### config.mk
export PLATFORM = sky130hd
export DESIGN_NAME = pipeline_front_regs
export DESIGN_NICKNAME = d
export VERILOG_FILES = /design/src/rtl/pipeline_front_regs.sv
export SDC_FILE = /design/constraint.sdc
export NUM_CORES = 1
export LEC_CHECK = 0
export ABC_AREA = 1
export BUFFER_PORTS_ARGS = -buffer_cell sky130_fd_sc_hd__buf_4
export CAP_MARGIN = 20
export CORE_UTILIZATION = 32
export CTS_CLUSTER_DIAMETER = 100
export DETAILED_ROUTE_END_ITERATION = 6
export GPL_TIMING_DRIVEN = 0
export PLACE_DENSITY_LB_ADDON = 0.25
export SLEW_MARGIN = 20
export SYNTH_ARGS = -nofsm -noshare
export SYNTH_HDL_FRONTEND = slang
export SYNTH_SLANG_ARGS = --single-unit
### constraint.sdc
create_clock -name clk -period 1.9 [get_ports clk]
set_clock_uncertainty 0.05 [all_clocks]
set_input_delay 0.57 -clock clk [delete_from_list [all_inputs] [get_ports clk]]
set_output_delay 0.57 -clock clk [all_outputs]
set_load 0.01 [all_outputs]
### src/rtl/pipeline_front_regs.sv
// PC register plus IF/ID and ID/EX pipeline registers of the 5-stage RV32I core,
// applying hazard-unit stall/flush controls, EX redirects and perf-debug event counters.
module pipeline_front_regs #(
    parameter logic [31:0] RESET_PC = 32'h0000_0000,
    parameter int          CTRL_W   = 16,
    parameter int          CNT_W    = 32
) (
    input  logic              clk,
    input  logic              rst_n,
    input  logic              stall_if,
    input  logic              stall_id,
    input  logic              flush_id,
    input  logic              flush_ex,
    input  logic              branch_taken_ex,
    input  logic              jump_ex,
    input  logic [31:0]       target_ex,
    input  logic [31:0]       imem_rdata,
    output logic [31:0]       pc_if,
    output logic [31:0]       pc_id,
    output logic [31:0]       instr_id,
    output logic              valid_id,
    input  logic [4:0]        rs1_id,
    input  logic [4:0]        rs2_id,
    input  logic [4:0]        rd_id,
    input  logic [31:0]       rs1_data_id,
    input  logic [31:0]       rs2_data_id,
    input  logic [31:0]       imm_id,
    input  logic              mem_read_id,
    input  logic [CTRL_W-1:0] ctrl_id,
    output logic [31:0]       pc_ex,
    output logic [4:0]        rs1_ex,
    output logic [4:0]        rs2_ex,
    output logic [4:0]        rd_ex,
    output logic [31:0]       rs1_data_ex,
    output logic [31:0]       rs2_data_ex,
    output logic [31:0]       imm_ex,
    output logic              mem_read_ex,
    output logic [CTRL_W-1:0] ctrl_ex,
    output logic              valid_ex,
    output logic [CNT_W-1:0]  stall_count,
    output logic [CNT_W-1:0]  flush_count
);

    localparam logic [31:0] NOP = 32'h0000_0013;  // addi x0, x0, 0

    logic        redirect;
    logic [31:0] pc_next;

    assign redirect = branch_taken_ex | jump_ex;

    // Redirect outranks stall_if so a resolved branch/jump is never dropped.
    always_comb begin
        // NOTE: default first so every path assigns pc_next and no latch is inferred.
        pc_next = pc_if + 32'd4;
        if (redirect)
            pc_next = {target_ex[31:2], 2'b00};
        else if (stall_if)
            pc_next = pc_if;
    end

    always_ff @(posedge clk) begin
        // NOTE: non-blocking assignments keep all registers sampling pre-edge values.
        if (!rst_n)
            pc_if <= RESET_PC;
        else
            pc_if <= pc_next;
    end

    always_ff @(posedge clk) begin
        if (!rst_n || flush_id) begin
            pc_id    <= '0;
            instr_id <= NOP;
            valid_id <= 1'b0;
        end else if (!stall_id) begin
            pc_id    <= pc_if;
            instr_id <= imem_rdata;
            valid_id <= 1'b1;
        end
    end

    // A bubble carries rd=0 and mem_read=0 so it never looks like a load to the hazard unit.
    always_ff @(posedge clk) begin
        if (!rst_n || flush_ex) begin
            pc_ex       <= '0;
            rs1_ex      <= '0;
            rs2_ex      <= '0;
            rd_ex       <= '0;
            rs1_data_ex <= '0;
            rs2_data_ex <= '0;
            imm_ex      <= '0;
            mem_read_ex <= 1'b0;
            ctrl_ex     <= '0;
            valid_ex    <= 1'b0;
        end else begin
            pc_ex       <= pc_id;
            rs1_ex      <= rs1_id;
            rs2_ex      <= rs2_id;
            rd_ex       <= rd_id;
            rs1_data_ex <= rs1_data_id;
            rs2_data_ex <= rs2_data_id;
            imm_ex      <= imm_id;
            mem_read_ex <= mem_read_id & valid_id;
            ctrl_ex     <= valid_id ? ctrl_id : '0;
            valid_ex    <= valid_id;
        end
    end

    always_ff @(posedge clk) begin
        if (!rst_n) begin
            stall_count <= '0;
            flush_count <= '0;
        end else begin
            if (stall_id && (stall_count != '1))
                stall_count <= stall_count + CNT_W'(1);
            if (flush_id && (flush_count != '1))
                flush_count <= flush_count + CNT_W'(1);
        end
    end

endmodule

-- Yosys cells after proc, flatten, opt, wreduce, memory -nomap -nowiden
Cells that the tools add are included.
- bits in registers: 322
- $add $sub $neg: 3
- equal/unequal tests: 3
- mux-type cells: 2
- bitwise logic cells: 4
- reductions and logical operators: 7
- operator list (kind ; count):
    $add A32 B1 Y32 const B ; 2
    $mux W32 ; 2
    $ne A32 B32 Y1 const B ; 2
    $add A32 B3 Y32 const B ; 1
    $reduce_or A2 Y1 ; 2
    $logic_and A1 B1 Y1 ; 2
    $logic_or A1 B1 Y1 ; 2
    $ne A2 B1 Y1 const B ; 1
    $not A1 Y1 ; 2
    $and A1 B1 Y1 ; 1
    $logic_not A1 Y1 ; 1
    $or A1 B1 Y1 ; 1

-- Logic depth before layout (Yosys ltp)
Gate-level depths: netlist (run 1).
- depth in word-level cells: 3
- depth in mapped cells: 13
- depth with buffers taken out: 12

-- Least setup slack after synthesis (run 1)
Ideal clock, no wire load.
- path kind: register to register
- start: register stall_count[1]
- end: register stall_count[29]
- arrival time: 1.655 ns
- setup slack: 0.062 ns
- cell stages (with the launch flop): 13
- path buffers: 2
- period minus slack after synthesis: 1.838 ns
- path through: dfxtp_1 > ha_1 > inv_1 > nor2_4 > nand2_4 > nor2_4 > nand2_2 > nand2_4 > inv_2 > buf_6 > buf_6 > nand2_1 > a21oi_1
- longest elaborated chain between the ends: 2
- elaborated cells between the ends (all ways): 3
- classes of those cells: 1 x add/sub; 1 x eq/ne; 1 x reduce/logical
- RTL lines (element ; RTL line ; RTL):
    start: declaration ; 40 ; output logic [CNT_W-1:0] stall_count,
    start signal: assignment ; 114 ; stall_count <= stall_count + CNT_W'(1);
    branches (longest 2 deep; another with $add A32 B1 Y32) ; n/a ;
Several ways; the timed one is not identified.
A chain may end at the register's enable or synchronous reset.

-- Worst setup path after layout (run 1)
- start: register pc_if[18]
- end: output port pc_if[18]
- RTL lines (element ; RTL line ; RTL):
    start: declaration ; 18 ; output logic [31:0] pc_if,
    start signal: assignment ; 66 ; pc_if <= pc_next;
No word-level cell between the ends.

==> results of run 1 <==
cells in the mapped netlist (5+ instances only):
cell | number | share of area
a21oi_2 | 5 | 0.0035
clkbuf_1 | 48 | 0.014
inv_1 | 232 | 0.069
nand2_1 | 462 | 0.14
xor2_1 | 19 | 0.013
a31oi_1 | 8 | 0.0039
nor3_1 | 15 | 0.0059
nand3b_1 | 21 | 0.012
nand3_1 | 56 | 0.022
xnor2_1 | 8 | 0.0055
dfxtp_1 | 316 | 0.50
nor2_1 | 350 | 0.10
nor2_2 | 8 | 0.0039
nor2_4 | 6 | 0.0053
o21ai_0 | 47 | 0.019
nand4_1 | 12 | 0.0059
buf_4 | 8 | 0.0047
a21oi_1 | 119 | 0.047
buf_2 | 8 | 0.0032
nand2_2 | 5 | 0.0025
worst register-to-register path, stage by stage (launching register included):
cell	delay, ps
dfxtp_4	370
ha_4	160
inv_2	50
nor2_4	130
nand2_4	80
nor2_4	170
nand2_2	90
nand2_4	110
inv_2	50
buf_6	140
buf_6	150
nand2_1	80
a21oi_1	60
path summary, 6_finish.rpt:
path / to / slack, ps / cells after the start
setup reg to reg: stall_count[30]$_SDFFE_PN0P_ / 80 / 12
hold reg to reg: pc_ex[18]$_SDFF_PP0_ / 400 / 2
hold / removal: rs2_data_ex[0]$_SDFF_PP0_ / 190 / 3
setup / recovery: pc_if[18] / 20 / 1
kinds of logic (layout without fill, tap and decap cells):
kind of cell               Yosys count  in the layout  synth area share
DFF                                316            316             0.499
xor gates and xnor gates            27             27            0.0187
adders and majority gates            3              3           0.00296
buffers and inverters              309            899            0.0973
and+or+nand+nor                    941            941             0.303
AOI/OAI and AO/OA                  188            188            0.0783
other                                1              8          0.000296
metal layers:
layer	global-route usage	vias to the layer above	part of all wire
met3	0.0693	62	0.080
met4	0.0755	4	0.022
met5	0	-	0.00038
met2	0.386	495	0.46
met1	0.307	6061	0.43
li1	-	6602	-
sequential cells by signal, indices dropped and copies added, names as in the netlist:
name         cells
flush_count     32
imm_ex          32
instr_id        32
rs1_data_ex     32
rs2_data_ex     32
stall_count     32
pc_ex           30
pc_id           30
pc_if           30
ctrl_ex         16
rd_ex            5
rs1_ex           5
rs2_ex           5
mem_read_ex      1
valid_ex         1
valid_id         1
what timing repair did:
item                                    CTS  global route
gates cloned                              0             1
buffers inserted                          2            11
gates resized for setup                  26            65
pin swaps                                 4             7
hold endpoints to repair                  0             0
endpoints found under the setup margin  160            85
report_power, final:
| group | total [W] | leakage, nW | switching (W) | internal [W] |
|---|---|---|---|---|
| Sequential | 0.00703 | 2.60 | 0.000184 | 0.00684 |
| Combinational | 0.00153 | 5.55 | 0.000812 | 0.000714 |
| Clock | 0.00765 | 0.634 | 0.00292 | 0.00473 |
final cells by class:
class | count | area (µm²)
antenna | 2 | 5.00
timing repair buffer | 525 | 3960
clock buffer | 56 | 1110
tap | 518 | 648
inverter | 237 | 892
buffer | 70 | 363
clock inverter | 11 | 194
sequential | 316 | 6390
fill | 3889 | 20000
multi-input combinational | 1165 | 5220
through the flow:
step | hold slack, ps | utilization
floorplan | 411 | -
global placement | 394 | 0.442
detailed placement | 398 | 0.442
CTS | 152 | 0.478
global route | 165 | 0.484
finish | 187 | 0.484
==> results.md, run 1 <==
* Status: finished, final reports clean
* Post-Synthesis Cells at about 1.8k
* Cell area reported after detailed placement at approximately 17000 µm²
* Critical Path Start Type: register
* Start of the worst register-to-register path: stall_count[0]$_SDFFE_PN0P_
* Setup repair after global routing missed its margin: true
* Overflow left after global routing at 0
* # IOs at ~520
* Max-slew violation count at 0
* Cell with the largest stage delay on the worst path: dfxtp_1
* Slew at the pin closest to its max-slew limit at 705 ps
* Total CTS buffers at 38
* Hold Crit Start: rs2_data_id[0]
* Worst-case setup slack after placement at -882 ps
* Count of input and output buffers at 511
* Final weighted congestion in routability-driven placement at 0.922
* Net count of the finished layout at 2556
* Die area at roughly 40000 µm²
* Clk root buf: clkbuf_16
* DP Wirelength at approximately 39000 µm
* All-layer global routing usage at 0.240
* Floorplan die width at around 200 µm
* Worst setup path class: reg -> out
* Ratio of cells with drive above 1 in the final layout at 0.296
* Arrival time worst endpoint at approximately 1300 ps
* Main flop type after synthesis: dfxtp_1
* Detailed-route vias per instance at approximately 4.6
* First drt pass iteration count at 5
* Power density relative to cell area at around 860 nW/µm²
* Number of global-route vias before repair at approximately 12k
* Most frequent standard cell in the layout excluding fill and tap cells: buf_4
* Element type at the critical path end: output pin
* Delay of the slowest cell on the worst path at around 540 ps
* Worst setup slack after layout at 16.8 ps
* Fin area at ~19000 µm²
* Avg Synthesized Cell Area at around 7 µm²
* Non-filler instance count after layout at roughly 2.9k
* CTS tree: done
* Maximum fanout along the worst path at 6
* Synth Register Bits at 316
* Number of buffers and inverters on the critical path at 1
* Share of the clock period used by the worst path at 0.991
* Max-slew headroom at the worst pin at 0.530
* Number of enable flip-flop cells after synthesis at 0
* Initial standard-cell utilization of the core at 0.326
* Synthesis Warnings at 0
* Crit-path leading delay family: flip-flops
* Clock transition at the registers of the reported paths at around 60 ps
* Vias at approximately 13k
* Routed wire length per instance at 17.4 µm
* Top library cells by usage in the layout, fill and taps aside: 534 x buf_4, 460 x nand2_1, 340 x nor2_1
* Std cell rows at a little over 70
* CTS hold repair buffers at 0
* Fraction of the yosys area taken by sequential cells at 0.499
* Worst IR drop on VDD at roughly 0.00064 V
* Share of synthesized registers carrying an async set or reset at 0
* Number of antenna violations at the first check in global routing at 4
* Cell area after synthesis at between 10000 and 15000 µm²
* Critical Path RT at around 1300 ps
* Hold crit path type: in -> reg
* Count of routing violations after the opening detailed-route iteration at between 800 and 900
* Static leakage at roughly 9 nW
* Die Y at 201 µm
* CTS max path bufs at 3
* Overall routed net length at between 50000 and 60000 µm
* Count of distinct cell types in the synthesized netlist at 33
* Max H-tree Level at 2
* DP Cell Count at 2819
* Clock tree sinks at ~320
* Hold Violations, Final at 0
* Floorplan Core Area at approximately 39000 µm²
* Largest net degree at the start of global routing at 18
* Clock insertion delay at the later pin of the skew report at 540 ps
* Beginning of the critical path: pc_if[18]$_SDFFE_PN0P_
* Final Critical Period at 1880 ps
* Critical Path, Cell by Cell: buf_4
* Count of max-cap constraint violations at 0
* Global-route wire length before repair at between 70000 and 80000 µm
* Fin Setup TNS at 0 ps
* Overall power of the completed layout at 0.0162 W
* Antenna Nets Post-Route at 0
* DRC viols at 0
* Area growth from synthesis to final layout at 48.2%
* Highest achievable clock rate at 0.531 GHz
* Final count of negative-setup-slack endpoints at 0
Note: power is estimated with default switching activity, not from simulation.
==> run 2: changes to the inputs <==
==> constraint.sdc (replaced) <==
create_clock -name clk -period 2.35 [get_ports clk]
set_clock_uncertainty 0.05 [all_clocks]
set_input_delay 0.705 -clock clk [delete_from_list [all_inputs] [get_ports clk]]
set_output_delay 0.705 -clock clk [all_outputs]
set_load 0.01 [all_outputs]
==> run 2 against run 1 <==
The flow now finishes with violations (design-rule violations). Clock-buffer cell count unchanged. Final area down 1.5%. Register-to-register slack improved by 80 ps. Wire length fell by 1.1%. Clock power is 19% lower. Worst hold slack better by 130 ps. Critical endpoint is now pc_if[22]$_SDFFE_PN0P_. Highest routed layer unchanged.
==> results.md, run 2 (synthesized netlist as in run 1, its figures left out) <==
* CTS hold repair buffers at 0
* DRC viols at 5
* Area growth from synthesis to final layout at 46.0%
* Clk root buf: clkbuf_16
* Power density relative to cell area at 706 nW/µm²
* Number of antenna violations at the first check in global routing at 3
* Routed wire length per instance at 17.3 µm
* Fin area at 18500 µm²
* Clock transition at the registers of the reported paths at roughly 60 ps
* Top library cells by usage in the layout, fill and taps aside: 519 x buf_4, 462 x nand2_1, 350 x nor2_1
* Multi-input logic area at around 5100 µm²
* Total CTS buffers at 38
* Quantity of gates resized following cts at 0
* Hold Violations, Final at 0
* Maximum fanout along the worst path at 10
* DP Cell Count at ~2.8k
* Critical Path, Cell by Cell: buf_4 > nor2_1 > nand2_1 > inv_1 > buf_1 > nor2_1 > nand2_1 > a21oi_1
* Final count of negative-setup-slack endpoints at 0
* Hold Crit Start: rs1_data_id[5]
* Crit-path leading delay family: simple AND/OR/NAND/NOR gates
* Critical Path Start Type: input port
* Most frequent standard cell in the layout excluding fill and tap cells: buf_4
* Die area at about 40000 µm²
* Delay of the slowest cell on the worst path at between 400 and 500 ps
* Final weighted congestion in routability-driven placement at slightly above 0.9
* Vias at 13.1k
* Fill cell total of the finished layout at 3895
* DP Wirelength at 39300 µm
* Overflow left after global routing at 0
* Worst setup path class: in -> reg
* Slew at the pin closest to its max-slew limit at just over 800 ps
* Ratio of cells with drive above 1 in the final layout at 0.263
* # IOs at around 520
* Worst setup slack for register-to-register paths at 160 ps
* Cell with the largest stage delay on the worst path: nor2_1
* All-layer global routing usage at 0.239
* Global-route wire length before repair at 73900 µm
* Detailed-route vias per instance at roughly 4.5
* Setup repair after global routing missed its margin: true
* Count of input and output buffers at 511
* Die Y at 201 µm
* First drt pass iteration count at 7
* Number of cells traversed by the worst hold path at 3
* Worst-case reg-to-reg path depth at 10
* Max-slew headroom at the worst pin at 0.457
* Overall routed net length at about 50000 µm
* Critical Path RT at ~2700 ps
* Element type at the critical path end: register
* Capturing point of the worst reg2reg path: pc_if[28]$_SDFFE_PN0P_
* Number of buffers and inverters on the critical path at 3
* Max-slew violation count at 0
* Std cell rows at 72
* Cell area reported after detailed placement at 17200 µm²
* Floorplan die width at about 200 µm
* Static leakage at just under 9 nW
* Hold crit path type: in -> reg
* CTS tree: done
* Storage element area at 6330 µm²
* Worst IR drop on VDD at between 0.0005 and 0.0006 V
* Worst Hold Margin at 322 ps
* CTS max path bufs at 3
* Net count of the finished layout at about 2.5k
* Fin Setup TNS at 0 ps
* Max H-tree Level at 2
* Antenna Nets Post-Route at 0
* Status: complete, but fails checks
* Clock insertion delay at the later pin of the skew report at around 550 ps
* Largest net degree at the start of global routing at 14
* Start of the worst register-to-register path: pc_if[3]$_SDFFE_PN0P_
* Count of routing violations after the opening detailed-route iteration at approximately 840
* Buffers inserted by post-CTS timing repair at 0
* Number of global-route vias before repair at roughly 12k
* Count of max-cap constraint violations at 0
* Initial standard-cell utilization of the core at 0.326
* Clock tree sinks at 316
* Violations in the final reports: design-rule violations
* Highest achievable clock rate at 0.443 GHz
* Arrival time worst endpoint at 2600 ps
* Floorplan Core Area at approximately 39000 µm²
* Non-filler instance count after layout at between 2k and 3k
* Share of the clock period used by the worst path at 0.961
* Endpoint of the worst hold path: rs1_data_ex[5]$_SDFF_PP0_
* Final Critical Period at between 2000 and 2500 ps
==> run 2: changes by cell type in the layout (fill, tap and decap cells not counted), moves of 3 or more <==
cell      previous run  this run
nor2_4              10         6
clkbuf_2             9         3
dfxtp_1            273       316
buf_4              534       519
clkbuf_1            50        54
buf_2                5         8
nor2_2              14         8
dfxtp_4              4         0
buf_1                1         4
nor2_1             340       350
dfxtp_2             39         0
==> run 2: how the worst max path moves through the flow <==
stage | from | endpoint | slack [ps] | depth (start not counted)
floorplan | stall_count[1]$_SDFFE_PN0P_ | stall_count[29]$_SDFFE_PN0P_ | 510 | 12
global placement | stall_id | pc_id[16]$_SDFFE_PP0N_ | -530 | 4
detailed placement | stall_id | pc_id[14]$_SDFFE_PP0N_ | -570 | 4
CTS | stall_id | pc_id[14]$_SDFFE_PP0N_ | 20 | 4
global route | stall_id | pc_id[27]$_SDFFE_PP0N_ | -50 | 5
finish | jump_ex | pc_if[22]$_SDFFE_PN0P_ | 90 | 8
==> run 2: per-layer routing <==
metal | track usage | up-vias | part of all wire
li1 | - | 6569 | -
met1 | 0.308 | 5982 | 0.44
met2 | 0.385 | 490 | 0.46
met3 | 0.0693 | 67 | 0.082
met4 | 0.0744 | 2 | 0.022
met5 | 0 | - | 0.00018
==> run 2: area by class of cell <==
type | count | area share
Antenna cell | 4 | 0.000541
Buffer | 72 | 0.0191
Clock buffer | 56 | 0.0600
Clock inverter | 11 | 0.0105
Inverter | 237 | 0.0481
Multi-Input combinational cell | 1165 | 0.277
Sequential cell | 316 | 0.342
Tap cell | 518 | 0.0350
Timing Repair Buffer | 511 | 0.207
==> run 2: power breakdown <==
part | switching, W | internal, W
Combinational | 0.000646 | 0.000562
Clock | 0.00236 | 0.00382
Sequential | 0.000147 | 0.00553
Total | 0.00315 | 0.00991
==> run 2: worst reg2reg max path, delay by kind of cell (launching register included) <==
kind / cells / cell delay (ps)
simple gates: 8 / 1280
flops: 1 / 440
fa+ha+maj: 1 / 220
compound gates: 1 / 50
==> run 2: metrics by stage <==
step / total power (W) / utilization / worst slack, ps
2_1_floorplan: 0.00622 / - / 512
3_3_place_gp: 0.00699 / 0.442 / -535
3_5_place_dp: 0.00700 / 0.442 / -567
4_1_cts: 0.0132 / 0.476 / 22.7
5_1_grt: 0.0136 / 0.476 / -46.1
6_report: 0.0131 / 0.477 / 92.4
==> run 3: changes to the inputs <==
--- a/config.mk
+++ b/config.mk
@@ -13,6 +13,7 @@
 export DETAILED_ROUTE_END_ITERATION = 6
 export GPL_TIMING_DRIVEN = 0
 export PLACE_DENSITY_LB_ADDON = 0.25
+export SETUP_SLACK_MARGIN = 0.2
 export SLEW_MARGIN = 20
 export SYNTH_ARGS = -nofsm -noshare
 export SYNTH_HDL_FRONTEND = slang
==> run 3 against run 2 <==
The run now ends clean. Core utilization is 0.065 points higher. Clock power hardly changed. Total power hardly changed. Register-to-register slack better by 180 ps. Flip-flop and latch count stayed put. Critical path depth is 7 lower. Global-route usage stayed put. Non-clock buffer count is 1 higher. Cell count stayed put. Worst hold slack hardly changed.
==> results.md, run 3 (synthesized netlist as in run 1, its figures left out) <==
* Status: finished, final reports clean
* Largest net degree at the start of global routing at 18
* Maximum fanout along the worst path at 8
* Total CTS buffers at 38
* CTS tree: done
* Worst IR drop on VDD at 0.000517 V
* Area growth from synthesis to final layout at 46.2%
* Max-slew violation count at 0
* Power density relative to cell area at about 700 nW/µm²
* Net count of the finished layout at approximately 2.5k
* CTS max path bufs at 3
* Arrival time worst endpoint at between 1000 and 1500 ps
* Count of input and output buffers at between 500 and 600
* Final weighted congestion in routability-driven placement at slightly above 0.9
* Clock tree sinks at between 300 and 400
* Detailed-route vias per instance at 4.54
* Count of max-cap constraint violations at 0
* Floorplan die width at between 200 and 250 µm
* Static leakage at 8.65 nW
* Ratio of cells with drive above 1 in the final layout at 0.267
* Storage element area at ~6300 µm²
* Die Y at 201 µm
* Element type at the critical path end: output pin
* Crit-path leading delay family: flip-flops
* Floorplan Core Area at 38800 µm²
* Most frequent standard cell in the layout excluding fill and tap cells: buf_4
* Share of the clock period used by the worst path at 0.883
* Total met2 wirelength after detailed routing at around 23000 µm
* Clk root buf: clkbuf_16
* Slew at the pin closest to its max-slew limit at between 700 and 800 ps
* # IOs at roughly 520
* First drt pass iteration count at 5
* Final Critical Period at between 2000 and 2500 ps
* Delay of the slowest cell on the worst path at about 550 ps
* Top library cells by usage in the layout, fill and taps aside: 521 x buf_4, 462 x nand2_1, 347 x nor2_1
* Hold Violations, Final at 0
* Routed met1 length at 21600 µm
* Overflow left after global routing at 0
* DP Wirelength at around 39000 µm
* Overall power of the completed layout at 0.0131 W
* Clock transition at the registers of the reported paths at ~60 ps
* Number of buffers and inverters on the critical path at 1
* Critical Path, Cell by Cell: buf_4
* Routed wire length per instance at approximately 17 µm
* Global-route wire length before repair at ~74000 µm
* DRC viols at 0
* Highest achievable clock rate at slightly below 0.5 GHz
* Count of routing violations after the opening detailed-route iteration at between 800 and 900
* Critical Path Start Type: register
* Number of antenna violations at the first check in global routing at 4
* Met3 routed WL at about 4200 µm
* All-layer global routing usage at 0.239
* Std cell rows at between 70 and 80
* Top layer in use: met5
* Max H-tree Level at 2
* Critical Path RT at ~1600 ps
* Max-slew headroom at the worst pin at 0.517
* Vias at approximately 13k
* Setup repair after global routing missed its margin: false
* Number of global-route vias before repair at 12.3k
* Cell with the largest stage delay on the worst path: dfxtp_1
* Final count of negative-setup-slack endpoints at 0
* Overall routed net length at roughly 50000 µm
* Layout Utilization at 0.477
* Worst setup path class: reg -> out
* Hold crit path type: in -> reg
* Die area at just over 40000 µm²
* Clock insertion delay at the later pin of the skew report at 550 ps
* Multi-input logic area at roughly 5200 µm²
* Fill cell total of the finished layout at 3896
* Initial standard-cell utilization of the core at 0.326
* Antenna Nets Post-Route at 0
-- run 3: changes by cell type in the layout (fill, tap and decap cells not counted) --
cell | before | now
nor2_1 | 350 | 347
ha_1 | 3 | 2
diode_2 | 4 | 3
dfxtp_1 | 316 | 314
buf_4 | 519 | 521
ha_2 | 0 | 1
clkdlybuf4s15_1 | 1 | 0
nor3_1 | 15 | 14
nor2_2 | 8 | 10
nor2_4 | 6 | 7
dfxtp_2 | 0 | 2
nor3_2 | 0 | 1
-- run 3: through the flow --
step | hold WS [ps] | cell area (µm²) | TNS [ps] | worst slack, ps | instances
floorplan | 411 | 12700 | 0 | 512 | 1790
global placement | 394 | 17200 | -51470 | -535 | 2819
detailed placement | 398 | 17200 | -51290 | -567 | 2819
CTS | 287 | 18500 | 0 | 228 | 2885
global route | 300 | 18500 | 0 | 210 | 2887
finish | 322 | 18500 | 0 | 275 | 2890
-- run 3: what timing repair did --
| action | 4_1_cts | 5_1_grt |
|---|---|---|
| pin swaps | 0 | 1 |
| buffers inserted | 0 | 2 |
| endpoints found under the setup margin | 40 | 60 |
| gates resized for setup | 5 | 8 |
| hold buffers | 0 | 0 |
| gates cloned | 0 | 0 |
-- run 3: per-layer routing --
metal  GRT usage  up-vias
met1       0.307     5976
met5           0        -
met2       0.385      492
li1            -     6577
met4      0.0755        4
met3      0.0693       67
-- run 3: cell type report --
class | instances | share of cell area
sequential | 316 | 0.342
multi-input combinational | 1165 | 0.278
timing repair buffer | 513 | 0.208
clock buffer | 56 | 0.0599
inverter | 237 | 0.0480
tap | 518 | 0.0350
buffer | 71 | 0.0186
clock inverter | 11 | 0.0105
antenna | 3 | 0.000405
-- run 3: worst paths after layout --
check                               from                      to  slack (ps)  depth (start not counted)
setup / recovery   pc_if[7]$_SDFFE_PN0P_                pc_if[7]         270                          1
hold / removal                 rs2_id[4]    rs2_ex[4]$_SDFF_PP0_         320                          3
setup reg to reg   pc_if[3]$_SDFFE_PN0P_  pc_if[28]$_SDFFE_PN0P_         340                         10
hold reg to reg   pc_id[18]$_SDFFE_PP0N_    pc_ex[18]$_SDFF_PP0_         400                          2
-- run 3: report_power, final --
group	total [W]	leakage, nW	switching (W)	internal (W)
logic	0.00121	5.43	0.000648	0.000561
registers	0.00568	2.58	0.000147	0.00553
clock network	0.00618	0.634	0.00236	0.00382
